==> src/rtl/trap_ctrl_if.sv <==
// Interface between the commit stage, the CSR unit and the trap sequencer.
// The master side (ROB / CSR unit) drives the event and control inputs;
// the slave side (trap_ctrl) drives the trap record, redirect and stall.
interface trap_ctrl_if #(
   parameter int SQN_W = 7
);
   logic             head_valid;
   logic [31:0]      head_pc;
   logic [SQN_W-1:0] head_sqn;
   logic             exc_valid;
   logic [3:0]       exc_cause;
   logic             mret_valid;
   logic [31:0]      mepc;
   logic [2:0]       irq_pending;
   logic             irq_enable;
   logic [30:0]      trap_control;
   logic [37:0]      trap_info;
   logic             flush_valid;
   logic [31:0]      flush_pc;
   logic [SQN_W-1:0] flush_sqn;
   logic             busy;

   modport master (
      output head_valid, head_pc, head_sqn, exc_valid, exc_cause,
             mret_valid, mepc, irq_pending, irq_enable, trap_control,
      input  trap_info, flush_valid, flush_pc, flush_sqn, busy
   );

   modport slave (
      input  head_valid, head_pc, head_sqn, exc_valid, exc_cause,
             mret_valid, mepc, irq_pending, irq_enable, trap_control,
      output trap_info, flush_valid, flush_pc, flush_sqn, busy
   );
endinterface

==> src/rtl/trap_ctrl.sv <==
// Commit-side trap sequencer. Picks one event from the ROB head (exception,
// MRET or enabled interrupt), emits one trap record and one redirect pulse,
// then stalls commit for a fixed drain period before looking again.
module trap_ctrl #(
   parameter int SQN_W        = 7,
   parameter int DRAIN_CYCLES = 4
) (
   input logic        clk,
   input logic        rst_n,
   trap_ctrl_if.slave bus
);

   localparam logic [1:0] IDLE  = 2'd0;
   localparam logic [1:0] FIRE  = 2'd1;
   localparam logic [1:0] DRAIN = 2'd2;

   logic [1:0]       state;
   logic [3:0]       drain_cnt;

   logic [3:0]       lat_cause;
   logic             lat_int;
   logic             lat_mret;
   logic [31:0]      lat_pc;
   logic [SQN_W-1:0] lat_sqn;
   logic [31:0]      lat_target;

   logic             irq_any;
   logic             accept;
   logic [3:0]       irq_cause;
   logic [31:0]      tvec_base;
   logic [3:0]       acc_cause;
   logic             acc_int;
   logic             acc_mret;
   logic [31:0]      acc_target;
   logic             fire;

   // Event arbitration and redirect target for whatever the head offers now
   always_comb begin
      irq_any    = bus.irq_enable && (|bus.irq_pending);
      accept     = (state == IDLE) && bus.head_valid &&
                   (bus.exc_valid || bus.mret_valid || irq_any);
      irq_cause  = bus.irq_pending[2] ? 4'd11 :
                   bus.irq_pending[0] ? 4'd3  : 4'd7;
      tvec_base  = {bus.trap_control[30:1], 2'b00};
      acc_cause  = 4'd0;
      acc_int    = 1'b0;
      acc_mret   = 1'b0;
      acc_target = tvec_base;
      if (bus.exc_valid) begin
         acc_cause = bus.exc_cause;
      end else if (bus.mret_valid) begin
         acc_mret   = 1'b1;
         acc_target = {bus.mepc[31:1], 1'b0};
      end else begin
         acc_cause = irq_cause;
         acc_int   = 1'b1;
         if (bus.trap_control[0])
            acc_target = tvec_base + {26'b0, irq_cause, 2'b00};
      end
   end

   // Sequencer: one FIRE cycle, then a fixed number of DRAIN cycles
   always_ff @(posedge clk or negedge rst_n) begin
      if (!rst_n) begin
         state     <= IDLE;
         drain_cnt <= 4'd0;
      end else begin
         case (state)
            IDLE: begin
               if (accept)
                  state <= FIRE;
            end
            FIRE: begin
               state     <= DRAIN;
               drain_cnt <= 4'(DRAIN_CYCLES);
            end
            DRAIN: begin
               drain_cnt <= drain_cnt - 4'd1;
               if (drain_cnt == 4'd1)
                  state <= IDLE;
            end
            default: begin
               state     <= IDLE;
               drain_cnt <= 4'd0;
            end
         endcase
      end
   end

   // Capture the accepted event so the outputs stay stable after FIRE
   always_ff @(posedge clk or negedge rst_n) begin
      if (!rst_n) begin
         lat_cause  <= 4'd0;
         lat_int    <= 1'b0;
         lat_mret   <= 1'b0;
         lat_pc     <= 32'd0;
         lat_sqn    <= '0;
         lat_target <= 32'd0;
      end else if (accept) begin
         lat_cause  <= acc_cause;
         lat_int    <= acc_int;
         lat_mret   <= acc_mret;
         lat_pc     <= bus.head_pc;
         lat_sqn    <= bus.head_sqn;
         lat_target <= acc_target;
      end
   end

   assign fire            = (state == FIRE);
   assign bus.busy        = (state != IDLE);
   assign bus.flush_valid = fire;
   assign bus.flush_pc    = lat_target;
   assign bus.flush_sqn   = lat_sqn;
   assign bus.trap_info   = {fire && !lat_mret, lat_cause, lat_int, lat_pc};

endmodule
==> src/flat_wrapper.sv <==
// flat-port wrapper written by rule: the top's interface ports become plain ports
module trap_ctrl_flat 
#(
   parameter int SQN_W        = 7,
   parameter int DRAIN_CYCLES = 4
)
  (clk, rst_n, bus_head_valid, bus_head_pc, bus_head_sqn, bus_exc_valid, bus_exc_cause, bus_mret_valid, bus_mepc, bus_irq_pending, bus_irq_enable, bus_trap_control, bus_trap_info, bus_flush_valid, bus_flush_pc, bus_flush_sqn, bus_busy);
  trap_ctrl_if #(.SQN_W(SQN_W)) bus_i ();
  input logic clk;
  input logic rst_n;
  input wire logic [$bits(bus_i.head_valid)-1:0] bus_head_valid;
  input wire logic [$bits(bus_i.head_pc)-1:0] bus_head_pc;
  input wire logic [$bits(bus_i.head_sqn)-1:0] bus_head_sqn;
  input wire logic [$bits(bus_i.exc_valid)-1:0] bus_exc_valid;
  input wire logic [$bits(bus_i.exc_cause)-1:0] bus_exc_cause;
  input wire logic [$bits(bus_i.mret_valid)-1:0] bus_mret_valid;
  input wire logic [$bits(bus_i.mepc)-1:0] bus_mepc;
  input wire logic [$bits(bus_i.irq_pending)-1:0] bus_irq_pending;
  input wire logic [$bits(bus_i.irq_enable)-1:0] bus_irq_enable;
  input wire logic [$bits(bus_i.trap_control)-1:0] bus_trap_control;
  output wire logic [$bits(bus_i.trap_info)-1:0] bus_trap_info;
  output wire logic [$bits(bus_i.flush_valid)-1:0] bus_flush_valid;
  output wire logic [$bits(bus_i.flush_pc)-1:0] bus_flush_pc;
  output wire logic [$bits(bus_i.flush_sqn)-1:0] bus_flush_sqn;
  output wire logic [$bits(bus_i.busy)-1:0] bus_busy;
  assign bus_i.head_valid = bus_head_valid;
  assign bus_i.head_pc = bus_head_pc;
  assign bus_i.head_sqn = bus_head_sqn;
  assign bus_i.exc_valid = bus_exc_valid;
  assign bus_i.exc_cause = bus_exc_cause;
  assign bus_i.mret_valid = bus_mret_valid;
  assign bus_i.mepc = bus_mepc;
  assign bus_i.irq_pending = bus_irq_pending;
  assign bus_i.irq_enable = bus_irq_enable;
  assign bus_i.trap_control = bus_trap_control;
  assign bus_trap_info = bus_i.trap_info;
  assign bus_flush_valid = bus_i.flush_valid;
  assign bus_flush_pc = bus_i.flush_pc;
  assign bus_flush_sqn = bus_i.flush_sqn;
  assign bus_busy = bus_i.busy;
  trap_ctrl #(.SQN_W(SQN_W), .DRAIN_CYCLES(DRAIN_CYCLES)) u_core (.clk(clk), .rst_n(rst_n), .bus(bus_i));
endmodule
==> config.mk <==
export PLATFORM = sky130hd
export DESIGN_NAME = trap_ctrl_flat
export DESIGN_NICKNAME = d
export VERILOG_FILES = /design/src/rtl/trap_ctrl_if.sv /design/src/rtl/trap_ctrl.sv /design/src/flat_wrapper.sv
export SDC_FILE = /design/constraint.sdc
export NUM_CORES = 1
export LEC_CHECK = 0
export CELL_PAD_IN_SITES_DETAIL_PLACEMENT = 1
export CELL_PAD_IN_SITES_GLOBAL_PLACEMENT = 2
export CORE_MARGIN = 2
export CORE_UTILIZATION = 26
export CTS_CLUSTER_SIZE = 12
export DETAILED_ROUTE_END_ITERATION = 8
export PLACE_DENSITY = 0.94
export SLEW_MARGIN = 20
export SYNTH_ARGS = -nofsm -noshare
export SYNTH_HDL_FRONTEND = slang
export SYNTH_SLANG_ARGS = --single-unit
==> constraint.sdc <==
create_clock -name clk -period 3.3 [get_ports clk]
set_input_delay 0.825 -clock clk [delete_from_list [all_inputs] [get_ports clk]]
set_output_delay 0.825 -clock clk [all_outputs]
set_load 0.005 [all_outputs]
Word-level counts from Yosys, hierarchy flattened:

Cells that the tools add are included.

* $add $sub $neg: 2
* equal/unequal tests: 5
* mux-type cells: 15
* reductions and logical operators: 11

Operators with widths (number)
* 32-bit 2-to-1 mux: 3
* 32-bit by 6-bit adder with 32-bit output: 1
* 4-bit 2-to-1 mux: 3
* 4-bit one-hot mux with 3 select lines: 1
* 2-bit one-hot mux with 3 select lines: 1
* 4-bit by 1-bit equality test with 1-bit output, second input constant: 1
* 1-bit logical AND: 4
* 1-bit 2-to-1 mux: 4
* 2-bit 2-to-1 mux: 2
* 2-bit by 1-bit != test with 1-bit output, second input constant: 2
* 4-bit by 1-bit subtractor with 4-bit output, second input constant: 1
* 3-bit 2-to-1 mux: 1
* 3-bit OR reduction: 1
* 2-bit by 1-bit equality test with 1-bit output, second input constant: 1
* 2-bit equality test, second input constant: 1
* 2-bit zero test: 1
* 1-bit logical OR: 2
* 2-bit AND reduction: 1
* 2-bit nonzero test: 1
* 1-bit zero test: 1

* flip-flop bits (word level): 83
* bits of input ports: 115
* output and inout bits: 79
* logic and storage cells: 41

Longest topological paths before layout:

Gate-level depths: netlist (run 1).

* word-level depth: 6
* gate-level depth with buffers: 10
* gate-level depth less buffers: 7

Worst setup path after synthesis (run 1):

OpenSTA, ideal clock, no wires.

* path kind: input-to-reg
* start point: in bus_irq_pending[0]
* end point: reg u_core.lat_target[31], in the netlist u_core.bus.flush_pc[31]
* setup time: 94 ps
* arrival: 2354 ps
* data required time: 3206 ps
* path slack: 852 ps
* stages: 7
* path buffers: 0
* cell sequence: nor2_1 -> ha_1 -> o211ai_1 -> a2111oi_4 -> nand4_1 -> xor2_1 -> a221oi_2

* word-level cells in the longest chain between the ends: 6
* elaborated cells on any way between the ends: 10
* classes of those cells: 1 x add/sub; 5 x mux; 4 x reduce/logical

RTL lines
* start, declared: line flat_wrapper.sv:18 `input wire logic [$bits(bus_i.irq_pending)-1:0] bus_irq_pending;`
* 3-bit 2-to-1 mux: line trap_ctrl.sv:43 `bus.irq_pending[0] ? 4'd3 : 4'd7;`
* 4-bit 2-to-1 mux: line trap_ctrl.sv:42 `irq_cause = bus.irq_pending[2] ? 4'd11 :`
* 32-bit by 6-bit adder with 32-bit output: line trap_ctrl.sv:58 `acc_target = tvec_base + {26'b0, irq_cause, 2'b00};`
* 32-bit 2-to-1 mux: line trap_ctrl.sv:57 `if (bus.trap_control[0])`
* 32-bit 2-to-1 mux: line trap_ctrl.sv:51 `end else if (bus.mret_valid) begin`
* 32-bit 2-to-1 mux: line trap_ctrl.sv:49 `if (bus.exc_valid) begin`
* end signal, assigned: line trap_ctrl.sv:105 `lat_target <= acc_target;`
* end, declared: line trap_ctrl.sv:25 `logic [31:0] lat_target;`

Parallel ways exist; a longest one is shown, timed or not.
A chain may end at the register's enable or synchronous reset.

Worst setup path in the final report (run 1):

* start point: in bus_irq_pending[2]
* end point: reg u_core.lat_target[31], in the netlist u_core.bus.flush_pc[31]

* word-level cells in the longest chain between the ends: 5
* elaborated cells on any way between the ends: 9
* classes of those cells: 1 x add/sub; 4 x mux; 4 x reduce/logical

RTL lines (line)
* 4-bit 2-to-1 mux: trap_ctrl.sv:42
* 32-bit by 6-bit adder with 32-bit output: trap_ctrl.sv:58
* 32-bit 2-to-1 mux: trap_ctrl.sv:57
* 32-bit 2-to-1 mux: trap_ctrl.sv:51
* 32-bit 2-to-1 mux: trap_ctrl.sv:49

Parallel ways exist; a longest one is shown, timed or not.

==> results of run 1 <==
-- power by group --
part | internal (mW) | total, mW | leakage (nW) | switching [mW]
Clock | 0.740 | 1.18 | 0.166 | 0.435
Combinational | 1.29 | 2.31 | 1.85 | 1.02
Sequential | 1.48 | 1.75 | 1.00 | 0.272
Total | 3.51 | 5.24 | 3.01 | 1.73
-- registers in the layout, indices dropped and copies added (netlist names) --
register / count
u_core.bus.flush_pc: 31
u_core.bus.flush_sqn: 7
u_core.drain_cnt: 4
u_core.lat_cause: 4
u_core.lat_int: 1
u_core.lat_mret: 1
u_core.lat_pc: 32
u_core.state: 2
-- cell usage after synthesis, types with 3 or more instances --
cell / count / area, um2
sky130_fd_sc_hd__a221oi_1: 12 / 105.1
sky130_fd_sc_hd__nand2_1: 150 / 563.0
sky130_fd_sc_hd__a2111oi_0: 3 / 26.28
sky130_fd_sc_hd__nand4_1: 10 / 62.56
sky130_fd_sc_hd__ha_1: 9 / 112.6
sky130_fd_sc_hd__a31oi_1: 7 / 43.79
sky130_fd_sc_hd__o21ai_0: 23 / 115.1
sky130_fd_sc_hd__xor2_1: 7 / 61.31
sky130_fd_sc_hd__nor2_1: 45 / 168.9
sky130_fd_sc_hd__nand3_1: 8 / 40.04
sky130_fd_sc_hd__a311oi_1: 7 / 61.31
sky130_fd_sc_hd__o22ai_1: 10 / 62.56
sky130_fd_sc_hd__a32oi_1: 3 / 26.28
sky130_fd_sc_hd__nand2b_1: 3 / 18.77
sky130_fd_sc_hd__a211oi_1: 4 / 30.03
sky130_fd_sc_hd__buf_2: 12 / 60.06
sky130_fd_sc_hd__o31ai_1: 5 / 37.54
sky130_fd_sc_hd__clkbuf_1: 21 / 78.83
sky130_fd_sc_hd__nor3_1: 5 / 25.02
sky130_fd_sc_hd__mux2i_1: 3 / 30.03
sky130_fd_sc_hd__a21o_1: 3 / 22.52
sky130_fd_sc_hd__a32o_1: 3 / 30.03
sky130_fd_sc_hd__dfrtp_1: 82 / 2052
sky130_fd_sc_hd__a221oi_2: 4 / 60.06
sky130_fd_sc_hd__inv_1: 11 / 41.29
sky130_fd_sc_hd__a21oi_1: 18 / 90.09
sky130_fd_sc_hd__o21a_1: 6 / 45.04
sky130_fd_sc_hd__and3_1: 8 / 50.05
-- cells in the final DEF (no fill, tap or decap), types with 3 or more instances in the layout --
| cell | instances |
|---|---|
| sky130_fd_sc_hd__a31oi_1 | 7 |
| sky130_fd_sc_hd__a21oi_1 | 17 |
| sky130_fd_sc_hd__o31ai_1 | 5 |
| sky130_fd_sc_hd__nand2_1 | 150 |
| sky130_fd_sc_hd__a211oi_1 | 4 |
| sky130_fd_sc_hd__xor2_1 | 7 |
| sky130_fd_sc_hd__clkdlybuf4s50_1 | 189 |
| sky130_fd_sc_hd__nand3_1 | 8 |
| sky130_fd_sc_hd__a221oi_1 | 12 |
| sky130_fd_sc_hd__nor3_1 | 5 |
| sky130_fd_sc_hd__o21ai_0 | 23 |
| sky130_fd_sc_hd__mux2i_1 | 3 |
| sky130_fd_sc_hd__nand4_1 | 10 |
| sky130_fd_sc_hd__a221oi_2 | 4 |
| sky130_fd_sc_hd__nor2_1 | 45 |
| sky130_fd_sc_hd__inv_1 | 11 |
| sky130_fd_sc_hd__a311oi_1 | 7 |
| sky130_fd_sc_hd__nand2b_1 | 3 |
| sky130_fd_sc_hd__o22ai_1 | 10 |
| sky130_fd_sc_hd__a32oi_1 | 3 |
| sky130_fd_sc_hd__bufinv_16 | 3 |
| sky130_fd_sc_hd__clkbuf_16 | 9 |
| sky130_fd_sc_hd__a2111oi_0 | 3 |
| sky130_fd_sc_hd__a32o_1 | 3 |
| sky130_fd_sc_hd__o21a_1 | 6 |
| sky130_fd_sc_hd__ha_1 | 9 |
| sky130_fd_sc_hd__buf_4 | 18 |
| sky130_fd_sc_hd__and3_1 | 8 |
| sky130_fd_sc_hd__dfrtp_1 | 82 |
-- logic make-up after synthesis --
family                     after synthesis  share of synthesized area
DFF                                     82                     0.4510
adders and majority gates                9                    0.02475
AOI/OAI and AO/OA                      130                     0.2121
buffers and inverters                   49                    0.04538
muxes                                    4                   0.009076
and+or+nand+nor                        244                     0.2396
other                                    1                  0.0008243
xor gates and xnor gates                 9                    0.01733
-- area by class of cell --
class	instances	area (um2)
clock buffers	9	225.2
clock inverters	7	116.4
fillers	1999	10070
inverters	12	45.04
multi-input cells	397	2310
flip-flops and latches	82	2052
well taps	225	281.5
repair buffers	210	2072
-- how the worst min path moves through the flow --
stage / cells after the start / slack, ps / end
after global placement: 2 / 450 / u_core.bus.flush_pc[1]$_DFFE_PN0P_
after CTS: 2 / 480 / u_core.lat_pc[8]$_DFFE_PN0P_
after detailed placement: 2 / 460 / u_core.lat_pc[8]$_DFFE_PN0P_
final: 2 / 470 / u_core.lat_pc[8]$_DFFE_PN0P_
after floorplan: 2 / 450 / u_core.lat_int$_DFFE_PN0P_
after global routing: 2 / 500 / u_core.lat_pc[24]$_DFFE_PN0P_
-- stage by stage --
step           power (mW)  setup slack (ps)  instance area, um2
6_report            5.238             369.7                7102
3_5_place_dp        4.109             40.53                6760
5_1_grt             5.622             210.1                7102
3_3_place_gp        3.989             94.29                6760
4_1_cts             5.322             398.3                7102
2_1_floorplan       2.657             851.7                4549
-- worst register-to-register path: stages (launching register included) --
cell and delay (ps):
sky130_fd_sc_hd__dfrtp_1 390, sky130_fd_sc_hd__inv_1 120, sky130_fd_sc_hd__ha_1 320, sky130_fd_sc_hd__nand2_1 200, sky130_fd_sc_hd__a21oi_4 160, sky130_fd_sc_hd__buf_4 480, sky130_fd_sc_hd__o311a_1 260, sky130_fd_sc_hd__a21oi_1 40
sky130_fd_sc_hd__a31oi_1 160
-- per-layer routing --
metal | vias to the layer above | global-route usage
li1 | 2240 | -
met1 | 2335 | 0.2360
met2 | 151 | 0.3233
met3 | 27 | 0.03617
met4 | 0 | 0.08391
met5 | - | 0
==> key figures, run 1 <==
Clock network
  – Hold-fix buffers at CTS: 0
  – Clock latency of the later-clocked register in the worst-skew pair: 340 ps
  – Buffer cell driving the clock tree root: sky130_fd_sc_hd__clkbuf_16
  – Longest Clk Path Bufs: 2
  – Post-CTS setup-driven buffer insertion count: 0
  – Number of levels in the clock H-tree: 3
  – Sink Count: 82
  – Register clock-pin slew on the reported worst setup and hold paths: approximately 60 ps
  – Total CTS buffers: 9
  – Resize count post-CTS: 0
  – Clock tree from TritonCTS: yes

Setup path
  – Data arrival at the endpoint of the critical path: approximately 3200 ps
  – Kind of critical path: in2reg
  – Launch point of the worst reg-to-reg path: u_core.state[1]$_DFFE_PN0P_
  – Worst reg-to-reg setup slack: around 1100 ps
  – Data required time of the worst path: approximately 3500 ps
  – Library cell contributing the largest single delay on the critical path: sky130_fd_sc_hd__clkdlybuf4s50_1
  – Buf+Inv Stages, Crit Path: 2
  – First element of the critical path: bus_irq_pending[2]
  – Crit-path leading delay family: buffers and inverters
  – Top fanout value on the critical path: 9
  – Destination of the worst register-to-register timing path: u_core.bus.flush_pc[30]$_DFFE_PN0P_
  – Crit-path max cell delay: 560 ps
  – Critical Path End: u_core.bus.flush_pc[31]$_DFFE_PN0P_
  – Worst setup SP type: primary input
  – Logic depth of the worst register-to-register path: 8
  – Total stage count of the critical path: 9
  – Worst path cell trace: clkdlybuf4s50_1, nor2_1, ha_1, o211ai_1, a2111oi_4, buf_4, nand4_1, xor2_1, a221oi_2
  – Kind of end point of the critical path: register

Drt
  – Length of the first detailed-routing pass in iterations: 4
  – Number of routed nets with antenna violations: 0
  – Top routing layer in use: met4
  – Met1 Wirelength: between 7000 and 8000 um
  – Total Routed Length: approximately 17,000 um
  – DRC: 0
  – Length of routed met2 wiring: about 8800 um
  – Via density per instance: around 5
  – Violation count after the first detailed-route iteration: 230
  – Average wire length per cell after detail routing: ~18 um
  – Vias after detailed routing: 4,753
  – WL met3: 1074 um

Floorplanning
  – I/O Pins: about 190
  – Area of the core region: between 0.015 and 0.02 mm2
  – Height of the chip: ~140 um
  – Die X-Extent: 136.3 um
  – DIE AREA: roughly 0.019 mm2
  – Starting density of the core: 0.2649
  – FP Rows: 48

Cells and area
  – Antenna cells: 0
  – Net count of the finished layout: approximately 840
  – Fraction of final layout cells with drive strength greater than 1: 0.07531
  – Number of standard cells in the layout, taps in and fillers out: about 940
  – Utilization after layout: 0.4135
  – Area growth, synth to finish: 56.11%

Power and ir drop
  – Cell Pwr Density: ~740 mW/mm2
  – Leakage: approximately 3 nW
  – Worst VDD drop: between 0.2 and 0.3 mV

Global routing
  – Overall routing resource usage: 0.1909
  – Number of antenna violations at the first check in global routing: 0
  – Largest net degree at the start of global routing: 57
  – Wire length of the first global-routing pass: between 20,000 and 30,000 um
  – Vias in the first global route: roughly 5,000
  – Global-route congestion overflow total: 0

Logic synthesis
  – Warnings from Yosys: 0
  – Post-synth EDFFs: 0
  – Fraction of synthesis flops using an asynchronous set or reset pin: 1.000
  – Cells after synthesis: about 530
  – Most instantiated flip-flop cell in the synthesis netlist: sky130_fd_sc_hd__dfrtp_1
  – Synthesized net count: 652
  – Post-synth design cell area: roughly 0.0045 mm2
  – Register bit total from synthesis: 82
  – Sequential-to-total area share from yosys stat: 0.4510
  – Avg Synthesized Cell Area: 8.616 um2
  – Distinct cell type count of the synthesized netlist: a little over 60

Timing
  – Fmax: approximately 340 MHz
  – Final cycle utilization of the critical path: 0.8880
  – Final Skew: roughly 6.1 ps
  – Final min period: 2930 ps
  – Final Hold Violating Endpoints: 0
  – Final max-slew violation count: 0
  – Hold Slack: 473.4 ps
  – Number of endpoints failing setup at the final stage: 0
  – Slew at the pin closest to its max-slew limit: 813.6 ps
  – Slew margin rel.: 0.4576
  – Accumulated negative setup slack: 0 ps
  – RSZ-0062 raised after global routing: no

Placed design
  – Placed wire-length estimate after detailed placement: ~13,000 um
  – Count of buffers inserted at the top-level ports: between 150 and 200
  – Number of cells after detailed placement: a little over 900
  – Routability-driven placement congestion ratio: 0.8048

Worst hold path
  – Worst hold path type: reg2reg
  – Startpoint of the tightest hold check path: u_core.lat_pc[8]$_DFFE_PN0P_

Run
  – Max_cap viols: 0

Run status
  – Result of the run: finished clean
(Power assumes the default switching activity.)
==> run 2, diff against run 1 <==
- CTS_BUF_LIST: unset -> sky130_fd_sc_hd__clkbuf_2 sky130_fd_sc_hd__clkbuf_4 sky130_fd_sc_hd__clkbuf_8
- SETUP_SLACK_MARGIN: unset -> 0.05
==> run 2 against run 1 <==
Cell count is the same. Clock power decreased by 23%. Critical path depth unchanged. Critical path type unchanged. Critical endpoint unchanged. Highest routed layer unchanged.
==> key figures, run 2 (synthesis results as in run 1) <==
Floorplanning
  – Die X-Extent: around 140 um
  – DIE AREA: around 0.019 mm2
  – FP Rows: 48
  – Area of the core region: roughly 0.017 mm2
  – Starting density of the core: 0.2649
  – I/O Pins: ~190
  – Height of the chip: 136.3 um

Cells and area
  – Number of filler instances in the final layout: between 2,000 and 2,500
  – Utilization after layout: 0.4076
  – Top library cells by usage in the layout, fill and taps aside: sky130_fd_sc_hd__clkdlybuf4s50_1 (189), sky130_fd_sc_hd__nand2_1 (150), sky130_fd_sc_hd__dfrtp_1 (82)
  – Largest register by flop count: u_core.lat_pc
  – Most frequent standard cell in the layout excluding fill and tap cells: sky130_fd_sc_hd__clkdlybuf4s50_1
  – Post-route cell area: ~0.0070 mm2
  – Net count of the finished layout: about 840
  – Fraction of final layout cells with drive strength greater than 1: 0.07531
  – Max FFs per register: 32
  – Area growth, synth to finish: 53.88%
  – Antenna cells: 0

Power and ir drop
  – Leakage: about 3.0 nW
  – Worst VDD drop: approximately 0.27 mV
  – Cell Pwr Density: 708.7 mW/mm2

Run status
  – Result of the run: finished clean

Worst hold path
  – Cell depth of the worst hold path: 2
  – Worst hold path type: reg2reg

Drt
  – WL met3: just over 1000 um
  – DRC: 0
  – Via density per instance: about 5.0
  – Length of the first detailed-routing pass in iterations: 4
  – Vias after detailed routing: around 4,700
  – Violation count after the first detailed-route iteration: roughly 200
  – Total Routed Length: approximately 17,000 um
  – Top routing layer in use: met4
  – Average wire length per cell after detail routing: around 18 um
  – Met1 Wirelength: between 7000 and 8000 um
  – Length of routed met2 wiring: 8797 um
  – Number of routed nets with antenna violations: 0

Setup path
  – Worst path cell trace: clkdlybuf4s50_1, nor2_1, ha_1, o211ai_1, a2111oi_4, buf_4, nand4_1, xor2_1, a221oi_2
  – Data arrival at the endpoint of the critical path: roughly 3200 ps
  – Crit-path max cell delay: approximately 560 ps
  – Data required time of the worst path: around 3600 ps
  – Kind of critical path: in2reg
  – Worst reg-to-reg setup slack: 1070 ps
  – Worst setup SP type: primary input
  – Top fanout value on the critical path: 9
  – Logic depth of the worst register-to-register path: 8
  – Kind of end point of the critical path: register
  – Library cell contributing the largest single delay on the critical path: sky130_fd_sc_hd__clkdlybuf4s50_1

Placed design
  – Count of buffers inserted at the top-level ports: 191
  – Routability-driven placement congestion ratio: between 0.8 and 0.9
  – Placed wire-length estimate after detailed placement: between 10,000 and 15,000 um
  – Post-DP Area: slightly below 0.007 mm2

Global routing
  – Overall routing resource usage: 0.1904
  – Global-route congestion overflow total: 0
  – Vias in the first global route: 5,104
  – Largest net degree at the start of global routing: 57
  – Wire length of the first global-routing pass: between 20,000 and 30,000 um
  – Number of antenna violations at the first check in global routing: 0

Timing
  – Final min period: a little under 3000 ps
  – RSZ-0062 raised after global routing: no
  – Slew margin rel.: 0.4632
  – Slew at the pin closest to its max-slew limit: roughly 810 ps
  – Final max-slew violation count: 0
  – Final cycle utilization of the critical path: 0.8772
  – Hold Slack: 478.7 ps
  – Accumulated negative setup slack: 0 ps
  – Fmax: approximately 350 MHz
  – Final Hold Violating Endpoints: 0
  – Final Skew: 10.37 ps
  – Number of endpoints failing setup at the final stage: 0

Clock network
  – Clock tree from TritonCTS: yes
  – Buffer cell driving the clock tree root: sky130_fd_sc_hd__clkbuf_8
  – Hold-fix buffers at CTS: 0
  – Post-CTS setup-driven buffer insertion count: 0
  – Number of levels in the clock H-tree: 3
  – Total CTS buffers: 9
  – Clock latency of the later-clocked register in the worst-skew pair: between 300 and 400 ps
  – Register clock-pin slew on the reported worst setup and hold paths: 80 ps
  – Sink Count: 82
  – Longest Clk Path Bufs: 2
  – Resize count post-CTS: 0

Run
  – Max_cap viols: 0
[run 2: final timing paths]
path,start,end
max in group asynchronous,rst_n,u_core.lat_cause[1]$_DFFE_PN0P_
max reg2reg,u_core.state[1]$_DFFE_PN0P_,u_core.bus.flush_pc[30]$_DFFE_PN0P_
min in group asynchronous,rst_n,u_core.bus.flush_pc[6]$_DFFE_PN0P_
min reg2reg,u_core.lat_pc[8]$_DFFE_PN0P_,u_core.lat_pc[8]$_DFFE_PN0P_
min,u_core.lat_pc[8]$_DFFE_PN0P_,u_core.lat_pc[8]$_DFFE_PN0P_
max,bus_irq_pending[2],u_core.bus.flush_pc[31]$_DFFE_PN0P_
[run 2: stage by stage]
step,instances,power [mW],setup WS (ps)
floorplan,528,2.657,851.7
global placement,926,3.989,94.29
detailed placement,926,4.109,40.53
CTS,942,5.047,431.3
global route,942,5.350,247.2
finish,942,4.961,405.3
[run 2: area by class of cell]
cell class	instances	area (um2)	area share
Multi-Input combinational cell	397	2310	0.3299
Timing Repair Buffer	210	2072	0.2960
Sequential cell	82	2052	0.2931
Tap cell	225	281.5	0.04021
Clock buffer	9	123.9	0.01769
Clock inverter	7	116.4	0.01662
Inverter	12	45.04	0.006434
[run 2: layer usage]
layer,up-vias,track usage
li1,2242,-
met1,2322,0.2347
met2,152,0.3244
met3,28,0.03617
met4,0,0.08102
met5,-,0
[run 2: worst max-delay path: cells and delay by family]
kind / cells / cell delay (ps)
adder cells (fa/ha/maj): 1 / 360
XOR/XNOR: 1 / 180
buffers and inverters: 2 / 790
AO/OA/AOI/OAI: 3 / 780
AND/OR/NAND/NOR: 2 / 220
[run 2: report_power, final]
group          total (mW)  switching [mW]  internal [mW]
Combinational        2.31            1.02           1.29
Sequential           1.75           0.272           1.48
Clock               0.904           0.401          0.503
Total                4.96            1.69           3.27
==> run 3, diff against run 2 <==
- SLEW_MARGIN: 20 -> unset
==> results of run 3 <==
Same layout as run 2: the final DEF is identical, and so are final timing and power.
